### src/rtl/msrv_32_lsu.sv
// msrv_32_lsu: load/store unit for the MSRV32 core.
// Runs one data-memory access per start with req/ack handshake and timeout.
module msrv_32_lsu #(
    parameter int ACK_TIMEOUT = 16
) (
    input  logic        clk_in,
    input  logic        rst_in,
    input  logic        start_in,
    input  logic        load_in,
    input  logic [2:0]  funct3_in,
    input  logic [31:0] addr_in,
    input  logic [31:0] store_data_in,
    output logic        busy_out,
    output logic        done_out,
    output logic [31:0] load_data_out,
    output logic        misaligned_out,
    output logic        err_out,
    output logic [31:0] dmem_addr_out,
    output logic        dmem_rd_req_out,
    output logic        dmem_wr_req_out,
    output logic [3:0]  dmem_wmask_out,
    output logic [31:0] dmem_wdata_out,
    input  logic [31:0] dmem_rdata_in,
    input  logic        dmem_ack_in,
    input  logic        dmem_err_in
);

    typedef enum logic [1:0] {
        IDLE = 2'd0,
        REQ  = 2'd1,
        RESP = 2'd2
    } state_t;

    state_t      r_state;
    state_t      w_next;

    logic [7:0]  r_cnt;
    logic [2:0]  r_f3;
    logic [1:0]  r_addr_lo;
    logic        r_load;

    logic        r_busy;
    logic        r_done;
    logic [31:0] r_ld;
    logic        r_mis;
    logic        r_err;
    logic [31:0] r_addr;
    logic        r_rd;
    logic        r_wr;
    logic [3:0]  r_mask;
    logic [31:0] r_wdata;

    logic [7:0]  w_cnt;
    logic        w_busy;
    logic        w_done;
    logic [31:0] w_ld;
    logic        w_mis;
    logic        w_err;
    logic [31:0] w_addr;
    logic        w_rd;
    logic        w_wr;
    logic [3:0]  w_mask;
    logic [31:0] w_wdata;

    logic        w_illegal;
    logic        w_timeout;
    logic [3:0]  w_st_mask;
    logic [31:0] w_st_wdata;
    logic [7:0]  w_byte;
    logic [15:0] w_half;
    logic [31:0] w_ext;

    assign busy_out        = r_busy;
    assign done_out        = r_done;
    assign load_data_out   = r_ld;
    assign misaligned_out  = r_mis;
    assign err_out         = r_err;
    assign dmem_addr_out   = r_addr;
    assign dmem_rd_req_out = r_rd;
    assign dmem_wr_req_out = r_wr;
    assign dmem_wmask_out  = r_mask;
    assign dmem_wdata_out  = r_wdata;

    assign w_timeout = (r_cnt == 8'(ACK_TIMEOUT - 1));

    always_comb begin
        w_illegal = 1'b1;
        case (funct3_in)
            3'b000:  w_illegal = 1'b0;
            3'b001:  w_illegal = addr_in[0];
            3'b010:  w_illegal = |addr_in[1:0];
            3'b100:  w_illegal = ~load_in;
            3'b101:  w_illegal = ~load_in | addr_in[0];
            default: w_illegal = 1'b1;
        endcase
    end

    always_comb begin
        w_st_mask  = 4'b0000;
        w_st_wdata = store_data_in;
        if (!load_in) begin
            case (funct3_in[1:0])
                2'b00: begin
                    w_st_mask  = 4'b0001 << addr_in[1:0];
                    w_st_wdata = {4{store_data_in[7:0]}};
                end
                2'b01: begin
                    w_st_mask  = 4'b0011 << {addr_in[1], 1'b0};
                    w_st_wdata = {2{store_data_in[15:0]}};
                end
                default: begin
                    w_st_mask  = 4'b1111;
                    w_st_wdata = store_data_in;
                end
            endcase
        end
    end

    assign w_byte = dmem_rdata_in[{r_addr_lo, 3'b000} +: 8];
    assign w_half = dmem_rdata_in[{r_addr_lo[1], 4'b0000} +: 16];

    always_comb begin
        w_ext = 32'd0;
        case (r_f3)
            3'b000:  w_ext = {{24{w_byte[7]}}, w_byte};
            3'b001:  w_ext = {{16{w_half[15]}}, w_half};
            3'b010:  w_ext = dmem_rdata_in;
            3'b100:  w_ext = {24'd0, w_byte};
            3'b101:  w_ext = {16'd0, w_half};
            default: w_ext = 32'd0;
        endcase
    end

    always_ff @(posedge clk_in or posedge rst_in) begin
        if (rst_in) begin
            r_state   <= IDLE;
            r_cnt     <= 8'd0;
            r_f3      <= 3'd0;
            r_addr_lo <= 2'd0;
            r_load    <= 1'b0;
            r_busy    <= 1'b0;
            r_done    <= 1'b0;
            r_ld      <= 32'd0;
            r_mis     <= 1'b0;
            r_err     <= 1'b0;
            r_addr    <= 32'd0;
            r_rd      <= 1'b0;
            r_wr      <= 1'b0;
            r_mask    <= 4'd0;
            r_wdata   <= 32'd0;
        end else begin
            r_state <= w_next;
            r_cnt   <= w_cnt;
            r_busy  <= w_busy;
            r_done  <= w_done;
            r_ld    <= w_ld;
            r_mis   <= w_mis;
            r_err   <= w_err;
            r_addr  <= w_addr;
            r_rd    <= w_rd;
            r_wr    <= w_wr;
            r_mask  <= w_mask;
            r_wdata <= w_wdata;
            if (r_state == IDLE && start_in) begin
                r_f3      <= funct3_in;
                r_addr_lo <= addr_in[1:0];
                r_load    <= load_in;
            end
        end
    end

    always_comb begin
        w_next = r_state;
        case (r_state)
            IDLE: begin
                if (start_in) begin
                    w_next = w_illegal ? RESP : REQ;
                end
            end
            REQ: begin
                if (dmem_ack_in || w_timeout) begin
                    w_next = RESP;
                end
            end
            RESP:    w_next = IDLE;
            default: w_next = IDLE;
        endcase
    end

    // Next values of the registered outputs; pulses default low.
    always_comb begin
        w_cnt   = r_cnt;
        w_busy  = (w_next != IDLE);
        w_done  = 1'b0;
        w_ld    = r_ld;
        w_mis   = 1'b0;
        w_err   = 1'b0;
        w_addr  = r_addr;
        w_rd    = 1'b0;
        w_wr    = 1'b0;
        w_mask  = r_mask;
        w_wdata = r_wdata;
        case (r_state)
            IDLE: begin
                if (start_in) begin
                    if (w_illegal) begin
                        w_done = 1'b1;
                        w_mis  = 1'b1;
                        if (load_in) begin
                            w_ld = 32'd0;
                        end
                    end else begin
                        w_cnt   = 8'd0;
                        w_addr  = {addr_in[31:2], 2'b00};
                        w_rd    = load_in;
                        w_wr    = ~load_in;
                        w_mask  = w_st_mask;
                        w_wdata = w_st_wdata;
                    end
                end
            end
            REQ: begin
                if (dmem_ack_in) begin
                    w_done = 1'b1;
                    w_err  = dmem_err_in;
                    if (r_load) begin
                        w_ld = dmem_err_in ? 32'd0 : w_ext;
                    end
                end else if (w_timeout) begin
                    w_done = 1'b1;
                    w_err  = 1'b1;
                    if (r_load) begin
                        w_ld = 32'd0;
                    end
                end else begin
                    w_cnt = r_cnt + 8'd1;
                    w_rd  = r_rd;
                    w_wr  = r_wr;
                end
            end
            default: begin
            end
        endcase
    end

endmodule

### config.mk
export PLATFORM = sky130hd
export DESIGN_NAME = msrv_32_lsu
export DESIGN_NICKNAME = d
export VERILOG_FILES = /design/src/rtl/msrv_32_lsu.sv
export SDC_FILE = /design/constraint.sdc
export NUM_CORES = 1
export LEC_CHECK = 0
export CAP_MARGIN = 20
export CELL_PAD_IN_SITES_DETAIL_PLACEMENT = 0
export CELL_PAD_IN_SITES_GLOBAL_PLACEMENT = 1
export CORE_MARGIN = 4
export CORE_UTILIZATION = 35
export DETAILED_ROUTE_END_ITERATION = 10
export GPL_ROUTABILITY_DRIVEN = 0
export PLACE_DENSITY_LB_ADDON = 0.1
export REMOVE_ABC_BUFFERS = 1
export SLEW_MARGIN = 20
export SYNTH_ARGS = -nofsm -noshare
export SYNTH_HDL_FRONTEND = slang
export SYNTH_SLANG_ARGS = --single-unit
### constraint.sdc
create_clock -name clk_in -period 7.37 [get_ports clk_in]
set_input_delay 1.1055 -clock clk_in [delete_from_list [all_inputs] [get_ports clk_in]]
set_output_delay 1.1055 -clock clk_in [all_outputs]
set_load 0.03 [all_outputs]
==> implementation parameters <==
Parameter                              Value

GRT
  Global-route usage over all layers    19.1%
  Grt ovf    0
  Largest net degree at the start of global routing    82
  Number of global-route vias before repair    5107
  Initial antenna violation count    0
  First-pass GRT wire length    27.4 mm

Logic synthesis
  Main combinational cell family by area after synthesis    simple AND/OR/NAND/NOR gates
  Yosys Warn Count    0
  Top cells by area in the synthesized netlist    sky130_fd_sc_hd__dfrtp_1 (54%), sky130_fd_sc_hd__nand2_1 (13%), sky130_fd_sc_hd__o31ai_1 (3.4%)
  Primary flip-flop cell chosen by synthesis mapping    sky130_fd_sc_hd__dfrtp_1
  Distinct cell type count after synthesis    53
  Number of flops mapped to enable cells by yosys    0
  Area share of xor/xnor cells in the synthesized design    0.313%
  Synthesized-area fraction occupied by adder cells    0.224%
  Sequential cell area fraction in the yosys report    53.6%
  Async SR Flop Fraction    100%
  Area fraction of the dominant cell type after synthesis    53.6%
  Number of instances in the synthesized netlist    598
  Mean Syn Cell Area    9.36 sq um
  Post-synthesis mux area share    3.35%
  Cell Area, Synth    5600 sq um
  Total of flip-flops plus latches after synthesis    120
  Cell type contributing the most total cell area after synthesis    sky130_fd_sc_hd__dfrtp_1
  Compound-Gate Fraction of Synth Area    16.8%
  Synth Area in Simple Gates    20.9%

Floorplan
  Die span in y    134 um
  DIE AREA    18100 sq um
  Core Rows    45
  Die width    134 um
  Effective utilization at floorplan    36.3%
  Area of the core    15400 sq um
  I/O Pins    211

Worst setup path
  Critical path launch point    load_in
  CP arrival    3.34 ns
  Setup crit end kind    flip-flop
  Launching point of the worst reg2reg path    r_f3[1]
  Worst Path Class, Setup    in -> reg
  Crit-path max FO    60
  Worst reg-to-reg path cell count    4
  Worst Setup Start Kind    input port
  Critical path required time    7.67 ns

Outcome
  Run status    completed

STA
  Max transition margin    40.2%
  Final Hold Vio Count    0
  Final clock period utilization by the worst path    41.1%
  RSZ-0062 raised after global routing    false
  Setup tns final    0 ns
  Hold WS    0.470 ns
  Achievable clock frequency    330 MHz
  Final count of pins violating max slew    0
  Min Tclk post-route    3.03 ns
  Maximum clock skew at final layout    0.00786 ns
  Setup violators final    0
  Worst slew pin tran    0.897 ns

Power and ir drop
  Standby leakage power    0.00358 uW
  Clk pwr share    25.1%
  Peak ir drop on the vdd network    0.222 mV
  Power density over the cells    405 nW/um^2
  Net load switching power    1340 uW
  Total chip power    3380 uW
  Part of the total power dissipated in sequential elements    31.2%
  Internal portion of total power    2040 uW
  Combinational share of power    43.7%
  Switching share of power    39.7%

Cells and area
  Fillers    1423
  Area of the multi-input gates    2340 sq um
  Layout Area Growth over Synthesis    49.4%
  Fraction of the core area covered by cells at the end of the flow    54.2%
  Leading cell type in the layout, fill and taps excluded    sky130_fd_sc_hd__clkdlybuf4s50_1
  Register area    3000 sq um
  Most frequent cells in the layout    sky130_fd_sc_hd__clkdlybuf4s50_1 (208), sky130_fd_sc_hd__nand2_1 (196), sky130_fd_sc_hd__dfrtp_1 (120)
  Number of non-filler instances in the completed layout    1011
  Number of diodes added for antenna fixing    0
  Net count of the finished layout    893
  Share of layout cells above drive strength 1    8.25%

Drt
  Post-route DRC violation count    0
  Ratio of routed vias to standard cells    5.04
  Post-detailed-route count of antenna-violating nets    0
  Aggregate routed wire length    17.2 mm
  Pre-antenna DRT Iters    5
  Total via count after detailed routing    5093
  Wire per inst    17.0 um
  Initial DRC count    317

Worst hold path
  Class of the tightest hold or removal check    reg -> reg
  Hold path startpoint    dmem_addr_out[25]
  Hold-critical path depth    2

Placement
  Number of instances in the placed design    979
  Number of buffers inserted by port buffering    208
  DP Wirelength    11.9 mm

Clocking
  CTS Buffer Depth    2
  Buffer type at the clock tree root    sky130_fd_sc_hd__clkbuf_16
  Clock slew seen by the registers of the worst setup and hold paths    0.05 ns
  Insertion delay to the later sink of the worst-skew pair    0.42 ns
  TritonCTS clock tree    done
  Number of clock sinks    120
  Hold_buf cts    0
  Total number of H-tree levels    4
  Number of CTS-inserted buffers    17
  Count of cells resized by post-cts repair    0
  Setup repair bufs after CTS    0

Flow run
  Max Cap Viol    0
==> power by group through the flow <==
stage | logic [uW] | clock network [uW] | registers, uW
finish | 1480 | 850 | 1050
global route | 1590 | 896 | 1090
CTS | 1490 | 868 | 1050
detailed placement | 1490 | 0 | 1060
global placement | 1480 | 0 | 1050
floorplan | 469 | 0 | 1430
==> cell usage after synthesis, types with 3 or more instances <==
library cell               count
sky130_fd_sc_hd__buf_6         6
sky130_fd_sc_hd__and2_1        3
sky130_fd_sc_hd__nor2b_1       9
sky130_fd_sc_hd__nand2_1     197
sky130_fd_sc_hd__mux2i_1       3
sky130_fd_sc_hd__nand3_1       3
sky130_fd_sc_hd__a222oi_1      7
sky130_fd_sc_hd__o21ai_0      10
sky130_fd_sc_hd__nor2_1       34
sky130_fd_sc_hd__clkbuf_1     24
sky130_fd_sc_hd__a31oi_1       9
sky130_fd_sc_hd__o21ai_1      23
sky130_fd_sc_hd__a311oi_1     16
sky130_fd_sc_hd__nor4_1        3
sky130_fd_sc_hd__mux2_2       14
sky130_fd_sc_hd__or2_2         3
sky130_fd_sc_hd__o31ai_1      25
sky130_fd_sc_hd__a211oi_1      7
sky130_fd_sc_hd__dfrtp_1     120
sky130_fd_sc_hd__a221oi_1      8
sky130_fd_sc_hd__or3_1         3
sky130_fd_sc_hd__buf_2         9
sky130_fd_sc_hd__a21oi_1      10
sky130_fd_sc_hd__inv_1         8
sky130_fd_sc_hd__buf_4         4
sky130_fd_sc_hd__nor3_1        3
==> per-layer routing <==
metal,global-route usage [%],vias up,part of all wire [%],wire length [um]
met2,29.8,186,46,7950
met5,0,-,0,0
met3,5.74,24,7.4,1270
met1,25.2,2436,44,7650
met4,7.47,0,2.1,356
li1,-,2447,-,-
==> logic make-up (layout without fill, tap and decap cells) <==
family	after synthesis	after routing
compound gates	130	130
xor+xnor	2	2
fa+ha+maj	1	1
buf+inv	52	253
flops	120	120
mux	17	17
other cells	1	2
simple gates	275	275
==> path summary, 6_finish.rpt <==
kind	endpoint	slack (ns)
max	r_cnt[5]	4.34
min	dmem_addr_out[25]	0.47
max reg2reg	load_data_out[10]	4.78
min reg2reg	dmem_addr_out[25]	0.47
max in group asynchronous	busy_out	4.92
min in group asynchronous	dmem_addr_out[10]	1.17
==> final cells by class <==
type | instances | area share, %
clock buffer | 20 | 5.46
multi-input combinational | 427 | 27.9
timing repair buffer | 213 | 25.3
sequential | 120 | 35.9
inverter | 8 | 0.389
clock inverter | 12 | 1.80
tap | 211 | 3.16
==> stage by stage <==
stage | setup slack [ns] | cell area, sq um
2_1_floorplan | 3.08 | 5370
3_3_place_gp | 3.76 | 7750
3_5_place_dp | 3.88 | 7750
4_1_cts | 4.32 | 8360
5_1_grt | 4.14 | 8360
6_report | 4.34 | 8360
==> sequential cells by signal (all words and copies together), names as in the netlist <==
signal	flops
dmem_wdata_out	32
load_data_out	32
dmem_addr_out	30
r_cnt	8
dmem_wmask_out	4
r_f3	3
r_addr_lo	2
r_state	2
busy_out	1
dmem_rd_req_out	1
dmem_wr_req_out	1
done_out	1
err_out	1
misaligned_out	1
r_load	1
==> worst max-delay path, cell delays in order <==
cell and delay, ns:
sky130_fd_sc_hd__clkdlybuf4s50_1 0.72, sky130_fd_sc_hd__nand2b_1 0.16, sky130_fd_sc_hd__a21o_1 0.31, sky130_fd_sc_hd__and2_4 0.65, sky130_fd_sc_hd__nor2_1 0.10, sky130_fd_sc_hd__mux2_2 0.28
(Power assumes the default switching activity.)
